<file path="config.mk">
export PLATFORM = sky130hd
export DESIGN_NAME = matmul_input_feeder
export DESIGN_NICKNAME = d
export VERILOG_FILES = /design/src/rtl/matmul_input_feeder.sv
export SDC_FILE = /design/constraint.sdc
export NUM_CORES = 1
export LEC_CHECK = 0
export CORE_MARGIN = 1
export CORE_UTILIZATION = 53
export CTS_CLUSTER_DIAMETER = 40
export DETAILED_ROUTE_END_ITERATION = 8
export PLACE_DENSITY = 0.85
export SYNTH_ARGS = -nofsm -noshare
export SYNTH_HDL_FRONTEND = slang
export SYNTH_SLANG_ARGS = --single-unit
</file>
<file path="constraint.sdc">
create_clock -name clk -period 23.4 [get_ports clk]
set_clock_uncertainty 0.05 [all_clocks]
set_input_delay 4.68 -clock clk [delete_from_list [all_inputs] [get_ports clk]]
set_output_delay 4.68 -clock clk [all_outputs]
set_load 0.02 [all_outputs]
</file>
<file path="src/rtl/matmul_input_feeder.sv">
// Skewed input streamer for the systolic matmul array: snapshots a VECS x ROWS
// matrix on start and feeds it as a diagonal wavefront, each element held HOLD clocks.
module matmul_input_feeder #(
    parameter int WORD_SIZE = 16,
    parameter int ROWS      = 4,
    parameter int VECS      = 4,
    parameter int HOLD      = 2
) (
    input  logic                           clk,
    input  logic                           rst,
    input  logic                           start,
    input  logic [VECS*ROWS*WORD_SIZE-1:0] in_matrix,
    output logic [ROWS*WORD_SIZE-1:0]      feed_data,
    output logic [ROWS-1:0]                feed_valid,
    output logic                           busy,
    output logic                           done
);

    localparam int T_W    = $clog2(ROWS + VECS*HOLD) + 1;
    localparam int LAG_W  = $clog2(ROWS) + 1;
    localparam int HOLD_W = $clog2(HOLD) + 1;
    localparam int IDX_W  = $clog2(VECS) + 1;
    localparam int T_LAST = ROWS - 2 + VECS*HOLD;

    typedef enum logic [1:0] {
        IDLE = 2'd0,
        FEED = 2'd1,
        DONE = 2'd2
    } state_t;

    state_t state;
    state_t state_nxt;

    logic [T_W-1:0]       t;
    logic [LAG_W-1:0]     lag      [ROWS];
    logic [HOLD_W-1:0]    hold_cnt [ROWS];
    logic [IDX_W-1:0]     idx      [ROWS];
    logic                 fin      [ROWS];
    logic [WORD_SIZE-1:0] snap_p0  [VECS][ROWS];

    logic capture;
    assign capture = (state == IDLE) && start;

    always_ff @(posedge clk) begin
        if (rst) begin
            state <= IDLE;
        end else begin
            state <= state_nxt;
        end
    end

    always_comb begin
        state_nxt = state;
        case (state)
            IDLE:    if (start) state_nxt = FEED;
            FEED:    if (t == T_W'(T_LAST)) state_nxt = DONE;
            DONE:    state_nxt = IDLE;
            default: state_nxt = IDLE;
        endcase
    end

    // Capture stage: the snapshot isolates the run from later in_matrix changes.
    always_ff @(posedge clk) begin
        if (capture) begin
            for (int v = 0; v < VECS; v++) begin
                for (int r = 0; r < ROWS; r++) begin
                    snap_p0[v][r] <= in_matrix[(v*ROWS + r)*WORD_SIZE +: WORD_SIZE];
                end
            end
        end
    end

    // Lane r waits r clocks (lag), then walks its column, advancing the index every HOLD clocks.
    always_ff @(posedge clk) begin
        if (rst) begin
            t <= '0;
            for (int r = 0; r < ROWS; r++) begin
                lag[r]      <= '0;
                hold_cnt[r] <= '0;
                idx[r]      <= '0;
                fin[r]      <= 1'b0;
            end
        end else if (capture) begin
            t <= '0;
            for (int r = 0; r < ROWS; r++) begin
                lag[r]      <= LAG_W'(r);
                hold_cnt[r] <= '0;
                idx[r]      <= '0;
                fin[r]      <= 1'b0;
            end
        end else if (state == FEED) begin
            t <= t + 1'b1;
            for (int r = 0; r < ROWS; r++) begin
                if (lag[r] != '0) begin
                    lag[r] <= lag[r] - 1'b1;
                end else if (!fin[r]) begin
                    if (hold_cnt[r] == HOLD_W'(HOLD - 1)) begin
                        hold_cnt[r] <= '0;
                        if (idx[r] == IDX_W'(VECS - 1)) begin
                            fin[r] <= 1'b1;
                        end else begin
                            idx[r] <= idx[r] + 1'b1;
                        end
                    end else begin
                        hold_cnt[r] <= hold_cnt[r] + 1'b1;
                    end
                end
            end
        end
    end

    // Output stage: decoded purely from registered state, snapshot and lane counters.
    always_comb begin
        busy       = (state != IDLE);
        done       = (state == DONE);
        feed_data  = '0;
        feed_valid = '0;
        for (int r = 0; r < ROWS; r++) begin
            if ((state == FEED) && (lag[r] == '0) && !fin[r]) begin
                feed_valid[r] = 1'b1;
                for (int v = 0; v < VECS; v++) begin
                    if (idx[r] == IDX_W'(v)) begin
                        feed_data[r*WORD_SIZE +: WORD_SIZE] = snap_p0[v][r];
                    end
                end
            end
        end
    end

endmodule

</file>
==> impl_metrics.toml <==
[run_status]
outcome = "finished, final reports clean"

[floorplan]
die_area_mm2 = 0.0249
core_mm2 = 0.0236
ioPinCount = 329
die_y_um = 158
die_x_um = 158
initial_core_util_pct = 54.5
rows = 56

[cells_and_area]
drive_gt1_share_pct = 7.69
fin_nets = 1524
n_antenna_cell = 0
fin_area_mm2 = 0.0177
syn2layout_area_growth_pct = 37.4
postLayoutCoreUtil_pct = 74.9

[grt]
grt_pass1_wl_um = 46900
antenna_found_initial = 0
grt_overflow = 0
grt_start_max_net_pins = 88
grt_pass1_vias = 9141
grt_usage_pct = 24.5

[route]
final_antenna_net_count = 0
wl_per_cell_um = 19.8
drt-total-wl_um = 31300
initialDrtViolationCount = 752
drt_pre_antenna_iters = 7
drc = 0
num_vias = 8982
via_per_inst = 5.68

[synthesis]
synth_cells = 925
ys_warn_count = 0
yosysTopAreaCell = "edfxtp_1"
ys_seq_area_share_pct = 68.4
ys_seq_elements = 299
synth-edff-count = 281
synthTopCellsByArea = "edfxtp_1, ha_1, a21o_1, dfxtp_1, inv_1"
async_flop_share_pct = 0
synth_top_area_share_pct = 65.6
synth_nets = 1219
synth_flop_cell = "edfxtp_1"
yosysUniqueCellTypes = 57
synth_area_mm2 = 0.0129
avgSynthCellArea_um2 = 13.9

[clocking]
cts_buffer_depth = 3
numCtsBuffers = 41
cts_sinks = 299
cts_tree = "built"
insertion_delay_ns = 0.52
cts_hold_buf = 0
htree_levels = 2
cts_setup_buffers = 0
clk_pin_slew_ns = 0.06
ctsResizeCount = 0
clock_tree.root_cell = "clkbuf_16"

[placement]
place_hpwl_um = 20000
place_area_mm2 = 0.0163
port_buffers = 328
post-place-ws_ns = 15.11
routabilityCongestion = 0.796

[setup_path]
rr_endpoint = "snap_p0[1][37]"
cp_data_arrival_time_ns = 4.10
cp-start-kind = "flop"
critPathCaptureType = "primary output"
r2r_start = "state[0]"
criticalPathCategory = "reg -> out"
critPathRequiredTime_ns = 18.67
worst-r2r-setup-slack_ns = 20.26
crit_fanout = 48
r2r_cells = 3

[sta]
period_needed_ns = 8.83
layout_setup_ws_ns = 14.57
hold_viol_final = 0
slew_headroom_pct = 16.8
rsz0062_at_grt = "false"
post-route-period-util_pct = 37.7
setup_viol = 0
worst_pin_slew_ns = 1.25
drv_slew = 0
max_freq_ghz = 0.113
setup-tns-final_ns = 0

[pwr]
p_int_mw = 1.10
ir_drop_mv = 0.0611
combinationalPowerShare_pct = 11.3
p_per_area_mw_per_mm2 = 81.1
seqPwrFrac_pct = 44.9
switching_share_pct = 23.2
clockPowerShare_pct = 43.7
switching_power_mw = 0.332
total_leakage_power_nw = 6.40

[min_path]
min_path_cells = 1
worstHoldEndpoint = "fin[3]"
hp-start = "fin[3]"
min_path_type = "reg -> reg"

[flow_run]
max_cap_violations = 0
cell families (layout without fill, tap and decap cells):
logic type / after synthesis / after routing / share of synthesized area (%)
DFF: 299 / 299 / 68.4
AOI/OAI and AO/OA: 230 / 230 / 13.4
and+or+nand+nor: 203 / 203 / 9.72
buffers and inverters: 155 / 492 / 4.85
adders and majority gates: 35 / 35 / 3.40
muxes: 2 / 2 / 0.156
xor gates and xnor gates: 1 / 1 / 0.0681
synth_stat cells, types with 3 or more instances:
cell type,n
inv_1,82
clkbuf_1,48
nor4_1,14
a21oi_1,61
nor2b_1,21
a2111oi_0,19
a221oi_1,32
ha_1,35
dfxtp_1,18
nor3_1,21
o21ai_0,17
a21o_1,49
or4_1,3
nor3b_1,3
nand3b_1,34
nor2_1,13
nand2_1,47
nand2b_1,7
a2111oi_2,12
a211oi_1,17
nor4b_1,16
buf_2,16
clkbuf_2,3
edfxtp_1,281
a221o_1,16
or3_1,4
cell usage in the layout (no fill, tap or decap), types with 2 or more instances in the layout:
cell type        instances
a2111oi_0               19
a2111oi_2               12
a211oi_1                17
a21o_1                  49
a21oi_1                 61
a221o_1                 16
a221oi_1                32
buf_4                    5
bufinv_16                4
clkbuf_1                 5
clkbuf_16               43
clkbuf_8                 2
clkdlybuf4s50_1        328
clkinv_1                 3
clkinv_2                 4
clkinv_4                 4
clkinvlp_4               5
dfxtp_1                 18
edfxtp_1               281
ha_1                    34
inv_1                   82
inv_6                    7
mux2i_1                  2
nand2_1                 47
nand2b_1                 7
nand3_1                  2
nand3b_1                34
nor2_1                  13
nor2b_1                 21
nor3_1                  21
nor3b_1                  3
nor4_1                  14
nor4b_1                 16
o21ai_0                 17
or2_2                    2
or3_1                    4
or4_1                    3
area by class of cell:
cell class	instances	area (µm²)
clock buffers	50	1120
clock inverters	25	278
well taps	319	399
flip-flops and latches	299	8800
multi-input cells	471	3450
fillers	1532	5930
repair buffers	333	3320
inverters	84	315
how the worst max path moves through the flow:
stage	from	to	slack, ns	cells after the start
floorplan	start	snap_p0[0][0]	12.23	1
global placement	idx[2][2]	feed_data[41]	15.20	5
detailed placement	idx[2][2]	feed_data[32]	15.11	5
CTS	idx[2][2]	feed_data[32]	14.57	5
global route	idx[2][2]	feed_data[47]	14.28	5
finish	idx[2][2]	feed_data[47]	14.57	5
flip-flops by register name, summed over array words and instances, names as in the netlist:
signal	flops
lag	12
hold_cnt	8
fin	4
idx	12
t	5
snap_p0	256
state	2
through the flow:
step	cells	total power, mW	hold WS (ns)
floorplan	925	0.743	0.381
global placement	1506	0.808	0.402
detailed placement	1506	0.816	0.423
CTS	1581	1.44	0.437
global route	1581	1.48	0.465
finish	1581	1.43	0.433
worst max-delay path: stages, from the launching register on:
cell and delay [ns]:
dfxtp_1 0.84, clkinv_1 0.72, ha_1 0.49, buf_4 0.29
a2111oi_0 0.53, clkdlybuf4s50_1 0.70
layer usage:
layer  part of all wire, %  vias to the layer above  wire, µm  global-route usage, %
li1                      -                     4151         -                      -
met1                    40                     4408     12400                   30.2
met2                    50                      351     15700                   41.9
met3                   7.1                       72      2210                   5.45
met4                   3.1                        0       973                   9.48
met5                     0                        -         0                      0
power by group through the flow:
stage	Sequential, mW	Clock [mW]	Combinational, mW
detailed placement	0.654	0	0.161
floorplan	0.658	0	0.0843
global placement	0.652	0	0.156
global route	0.647	0.657	0.176
CTS	0.644	0.637	0.163
finish	0.644	0.627	0.163
Power figures use the tool's default switching activity.
